===== config.mk =====
export PLATFORM = sky130hd
export DESIGN_NAME = ram_port_arbiter
export DESIGN_NICKNAME = d
export VERILOG_FILES = /design/src/rtl/conv_pkg.sv /design/src/rtl/rr_arb2.sv /design/src/rtl/ram_port_arbiter.sv
export SDC_FILE = /design/constraint.sdc
export NUM_CORES = 1
export LEC_CHECK = 0
export ABC_AREA = 1
export CAP_MARGIN = 20
export CORE_MARGIN = 8
export CORE_UTILIZATION = 38
export CTS_CLUSTER_SIZE = 14
export DETAILED_ROUTE_END_ITERATION = 8
export PLACE_DENSITY = 0.88
export SYNTH_ARGS = -nofsm -noshare
export SYNTH_HDL_FRONTEND = slang
export SYNTH_SLANG_ARGS = --single-unit

===== constraint.sdc =====
create_clock -name clk -period 2.5 [get_ports clk]
set_input_delay 0.375 -clock clk [delete_from_list [all_inputs] [get_ports clk]]
set_output_delay 0.375 -clock clk [all_outputs]
set_load 0.02 [all_outputs]

===== src/rtl/conv_pkg.sv =====
// Shared types and defaults for the convolution RAM port arbiter.
package conv_pkg;
    localparam int DEF_DATA_W = 4;
    localparam int DEF_ADDR_W = 2;
    localparam int DEF_STAT_W = 8;

    // Requester indices into the req/gnt vectors
    localparam int P0 = 0;   // pixel loader
    localparam int P1 = 1;   // convolution engine

    typedef enum logic {
        S_CLEAR = 1'b0,
        S_ARB   = 1'b1
    } arb_state_e;
endpackage


===== src/rtl/rr_arb2.sv =====
// Two-way round-robin picker: on a tie, the port that did not win last time wins.
module rr_arb2 (
    input  logic [1:0] req,
    input  logic       last_gnt,
    output logic [1:0] gnt
);
    // Port 0 wins when alone or when port 1 won last; otherwise port 1 if requesting
    always_comb begin
        gnt = 2'b00;
        if (req[0] && (!req[1] || last_gnt))
            gnt[0] = 1'b1;
        else if (req[1])
            gnt[1] = 1'b1;
    end
endmodule


===== src/rtl/ram_port_arbiter.sv =====
// Round-robin arbiter and clear sequencer in front of the 4x4 convolution RAM.
// Optional grant counters are built when RAM_ARB_STATS_EN is defined.
module ram_port_arbiter
    import conv_pkg::*;
#(
    parameter int DATA_W = DEF_DATA_W,
    parameter int ADDR_W = DEF_ADDR_W
`ifdef RAM_ARB_STATS_EN
  , parameter int STAT_W = DEF_STAT_W
`endif
) (
    input  logic              clk,
    input  logic              clr_n,
    input  logic              clear_req,
    input  logic              m0_req,
    input  logic              m0_we,
    input  logic [ADDR_W-1:0] m0_addr,
    input  logic [DATA_W-1:0] m0_wdata,
    output logic              m0_gnt,
    output logic              m0_rvalid,
    output logic [DATA_W-1:0] m0_rdata,
    input  logic              m1_req,
    input  logic              m1_we,
    input  logic [ADDR_W-1:0] m1_addr,
    input  logic [DATA_W-1:0] m1_wdata,
    output logic              m1_gnt,
    output logic              m1_rvalid,
    output logic [DATA_W-1:0] m1_rdata,
`ifdef RAM_ARB_STATS_EN
    output logic [STAT_W-1:0] m0_gnt_cnt,
    output logic [STAT_W-1:0] m1_gnt_cnt,
`endif
    output logic [DATA_W-1:0] ram_data_in,
    output logic [ADDR_W-1:0] ram_address,
    output logic              ram_we,
    output logic              ram_clr,
    input  logic [DATA_W-1:0] ram_data_out
);
    arb_state_e        state_q, state_d;
    logic              last_gnt_q, last_gnt_d;
    logic [1:0]        rvalid_q, rvalid_d;
    logic [DATA_W-1:0] m0_rdata_q, m0_rdata_d;
    logic [DATA_W-1:0] m1_rdata_q, m1_rdata_d;
    logic [1:0]        req, pick, gnt;

    assign req = {m1_req, m0_req};

    rr_arb2 u_pick (
        .req      (req),
        .last_gnt (last_gnt_q),
        .gnt      (pick)
    );

    // Next state, grant and RAM pin muxing; clear always pre-empts requests
    always_comb begin
        state_d     = state_q;
        last_gnt_d  = last_gnt_q;
        gnt         = 2'b00;
        ram_clr     = 1'b0;
        ram_we      = 1'b0;
        ram_address = '0;
        ram_data_in = '0;
        case (state_q)
            S_CLEAR: begin
                ram_clr = 1'b1;
                state_d = S_ARB;
            end
            S_ARB: begin
                if (clear_req) state_d = S_CLEAR;
                else           gnt     = pick;
            end
            default: state_d = S_CLEAR;
        endcase
        if (gnt[P0]) begin
            ram_we      = m0_we;
            ram_address = m0_addr;
            ram_data_in = m0_wdata;
            last_gnt_d  = 1'b0;
        end else if (gnt[P1]) begin
            ram_we      = m1_we;
            ram_address = m1_addr;
            ram_data_in = m1_wdata;
            last_gnt_d  = 1'b1;
        end
    end

    // Read return: capture RAM data at the grant edge, rdata holds otherwise
    always_comb begin
        rvalid_d[P0] = gnt[P0] & ~m0_we;
        rvalid_d[P1] = gnt[P1] & ~m1_we;
        m0_rdata_d   = rvalid_d[P0] ? ram_data_out : m0_rdata_q;
        m1_rdata_d   = rvalid_d[P1] ? ram_data_out : m1_rdata_q;
    end

    // State and read-return registers; reset parks in S_CLEAR so the RAM is wiped
    always_ff @(posedge clk) begin
        if (!clr_n) begin
            state_q    <= S_CLEAR;
            last_gnt_q <= 1'b1;
            rvalid_q   <= 2'b00;
            m0_rdata_q <= '0;
            m1_rdata_q <= '0;
        end else begin
            state_q    <= state_d;
            last_gnt_q <= last_gnt_d;
            rvalid_q   <= rvalid_d;
            m0_rdata_q <= m0_rdata_d;
            m1_rdata_q <= m1_rdata_d;
        end
    end

    assign m0_gnt    = gnt[P0];
    assign m1_gnt    = gnt[P1];
    assign m0_rvalid = rvalid_q[P0];
    assign m1_rvalid = rvalid_q[P1];
    assign m0_rdata  = m0_rdata_q;
    assign m1_rdata  = m1_rdata_q;

`ifdef RAM_ARB_STATS_EN
    logic [STAT_W-1:0] m0_cnt_q, m0_cnt_d, m1_cnt_q, m1_cnt_d;

    // Saturating grant counters, wiped whenever the RAM is cleared
    always_comb begin
        m0_cnt_d = m0_cnt_q;
        m1_cnt_d = m1_cnt_q;
        if (state_q == S_CLEAR) begin
            m0_cnt_d = '0;
            m1_cnt_d = '0;
        end else begin
            if (gnt[P0] && (m0_cnt_q != '1)) m0_cnt_d = m0_cnt_q + 1'b1;
            if (gnt[P1] && (m1_cnt_q != '1)) m1_cnt_d = m1_cnt_q + 1'b1;
        end
    end

    // Counter registers
    always_ff @(posedge clk) begin
        if (!clr_n) begin
            m0_cnt_q <= '0;
            m1_cnt_q <= '0;
        end else begin
            m0_cnt_q <= m0_cnt_d;
            m1_cnt_q <= m1_cnt_d;
        end
    end

    assign m0_gnt_cnt = m0_cnt_q;
    assign m1_gnt_cnt = m1_cnt_q;
`endif
endmodule


==> run_results.csv <==
group,metric,value,unit
run_status,status,"finished, final reports clean",
sta,setup_tns,0,ns
routing,drt_wl_total,2.078,mm
clock_network,cts_tree,"yes",
min_path,hold_depth,2,
min_path,min_to,"m0_rdata[2]$_SDFFE_PN0P_",
sta,worst_pin_slew,0.3744,ns
worst_setup_path,cp-start-kind,"input pin",
logic_synthesis,syn_avg_cell_area,6.857,um2
global_route,grt_max_degree,11,
logic_synthesis,synth-seq-area-share,35.04,%
clock_network,clk_pin_slew,0.07,ns
sta,slew_viol_final,0,
worst_setup_path,worst-r2r-cell-count,7,
power,switching_share,26.75,%
logic_synthesis,syn_nets,123,
routing,final_antenna_net_count,0,
layout,area_growth,75.00,%
power,p_int,0.3474,mW
sta,slew_headroom,74.96,%
layout,diodes,0,
power,power_frac_comb,25.9,%
clock_network,root_buffer,"clkbuf_4",
sta,whs,0.4926,ns
routing,drt_iter0_markers,17,
placement,pre_cts_ws,0.02684,ns
logic_synthesis,yosys_warnings,0,
clock_network,cts_resized,0,
logic_synthesis,synth_cell_types,17,
min_path,min_from,"m0_rdata[2]$_SDFFE_PN0P_",
layout,fin_nets,171,
clock_network,cts_setup_buffers,0,
floorplanning,dieArea,3419,um2
routing,wl_per_cell,12.08,um
clock_network,h-tree-depth,1,
sta,fmax,414.9,MHz
sta,fin_crit,2.410,ns
placement,dp_hpwl,1.751,mm
worst_setup_path,cp.required,2.12,ns
logic_synthesis,synth_edf_count,0,
sta,worst_slack,0.08969,ns
logic_synthesis,ys.flop_type,"dfxtp_1",
clock_network,clock-sinks,12,
worst_setup_path,setup.worst_path.end_class,"output pin",
floorplanning,io_pins,43,
layout,layout.cells.non_filler,172,
worst_setup_path,cp_max_fo,5,
power,p_leak,0.6355,nW
worst_setup_path,critical_path_class,"input pin to output pin",
routing,dr.pass1.iters,4,
clock_network,hold_buffers,0,
layout,drive_above_1_share,14.97,%
logic_synthesis,netlist_area,685.7,um2
sta,rsz0062_at_grt,"false",
worst_setup_path,worstPathArrival,2.04,ns
power,vdd_drop_max,0.2233,mV
routing,drc,0,
floorplanning,die_y,58.48,um
routing,viasPerCell,4.494,
global_route,grt_overflow,0,
min_path,hold_class,"flip-flop to flip-flop",
global_route,track_usage,12.95,%
logic_synthesis,syn_inst,100,
power,net-switching-power,0.1269,mW
worst_setup_path,reg2reg_from,"state_q$_SDFF_PN0_",
worst_setup_path,regToRegEndpoint,"m1_rdata[1]$_SDFFE_PN0P_",
sta,min_period_over_period,96.41,%
clock_network,clkLatencyLatePin,0.27,ns
clock_network,clock_path_buffers,2,
sta,hold_violations,0,
global_route,grt_pass1_vias,840,
placement,dp.cells,168,
global_route,grt_pass1_wl,3.470,mm
power,p_seq_share,42.2,%
floorplanning,initial_core_util,40.15,%
clock_network,cts_buffers,3,
global_route,antenna_found_initial,0,
logic_synthesis,async_reset_ff_share,0,%
floorplanning,chipWidth,58.48,um
placement,port_buffers,42,
logic_synthesis,yosys_register_bits,12,
run,maxCapViolations,0,
sta,fin_skew,0.004699,ns
placement,place_congestion,0.7999,
power,cellPowerDensity,395.3,nW/um2
floorplanning,rows,15,
power,p_clk_share,31.9,%
routing,via_count,773,
sta,setup_viol,0,
floorplanning,fp.coreArea,1708,um2
worst_setup_path,regToRegSetupSlack,1.39,ns
power,power,0.4743,mW
[area by class of cell]
| type | count | area, um2 |
|---|---|---|
| clock buffer | 4 | 36.28 |
| fill | 132 | 508.0 |
| inverter | 21 | 78.83 |
| multi-input combinational | 66 | 362.8 |
| sequential | 12 | 240.2 |
| tap | 25 | 31.28 |
| timing repair buffer | 44 | 450.4 |
[power by group through the flow]
stage / Clock [mW] / Sequential [mW] / Combinational, mW
2_1_floorplan: 0 / 0.209 / 0.0500
3_3_place_gp: 0 / 0.204 / 0.121
3_5_place_dp: 0 / 0.205 / 0.124
4_1_cts: 0.155 / 0.200 / 0.125
5_1_grt: 0.160 / 0.201 / 0.134
6_report: 0.151 / 0.200 / 0.123
[registers in the layout, indices dropped and copies added, names as in the netlist]
register / cells
last_gnt_q: 1
m0_rdata: 4
m1_rdata: 4
rvalid_q: 2
state_q: 1
[critical path: stages]
cell and delay (ns):
clkdlybuf4s50_1 0.49, nor2_4 0.22, nand3_4 0.12, o22ai_1 0.19, clkdlybuf4s50_1 0.64
[cells in the mapped netlist, types with 2 or more instances]
cell,number,area share (%)
nand4_1,8,7.3
nand2_1,30,16
nor2_4,3,4.9
inv_1,16,8.8
dfxtp_1,12,35
nand2_2,3,2.7
nor2_1,13,7.1
nand3_4,2,5.1
inv_2,5,2.7
[cell families after synthesis]
group,Yosys count,synth area share (%)
compound gates,4,4.015
buf+inv,22,12.04
flops,12,35.04
simple gates,62,48.90
[worst max path at each step]
stage | start | endpoint | cells past startpoint
3_5_place_dp | clear_req | ram_data_in[2] | 9
6_report | clear_req | ram_we | 5
5_1_grt | clear_req | ram_we | 5
2_1_floorplan | clear_req | ram_address[0] | 7
4_1_cts | clear_req | ram_data_in[2] | 9
3_3_place_gp | clear_req | ram_data_in[3] | 9
[metal layers]
| metal | vias to the layer above | track usage (%) | part of all wire [%] |
|---|---|---|---|
| met3 | 2 | 7.391 | 13 |
| met2 | 40 | 21.26 | 49 |
| met4 | 0 | 8.741 | 1.1 |
| li1 | 401 | - | - |
| met1 | 330 | 11.99 | 37 |
| met5 | - | 0 | 0 |
[stage by stage]
step,utilization [%],cell area (um2)
finish,70.26,1200
global route,70.26,1200
CTS,69.38,1185
detailed placement,67.25,1149
global placement,67.25,1149
floorplan,-,685.7
[placed cells by master (no fill, tap or decap)]
| cell type | Yosys | layout |
|---|---|---|
| clkdlybuf4s50_1 | 0 | 36 |
| nand2_2 | 3 | 3 |
| clkbuf_4 | 0 | 3 |
| a21oi_2 | 1 | 1 |
| nor2_8 | 1 | 1 |
| nand2_1 | 30 | 30 |
| nand2_4 | 1 | 1 |
| nand4_1 | 8 | 8 |
| nor3_1 | 1 | 1 |
| a21oi_1 | 1 | 1 |
| dlymetal6s2s_1 | 0 | 6 |
| clkbuf_8 | 0 | 1 |
| inv_2 | 5 | 5 |
| nor2_4 | 3 | 3 |
| nand3_4 | 2 | 2 |
| inv_1 | 16 | 16 |
| o22ai_1 | 1 | 1 |
| dfxtp_1 | 12 | 12 |
| o211ai_1 | 1 | 1 |
| buf_4 | 0 | 2 |
| nor2_1 | 13 | 13 |
Note: power is estimated with default switching activity, not from simulation.
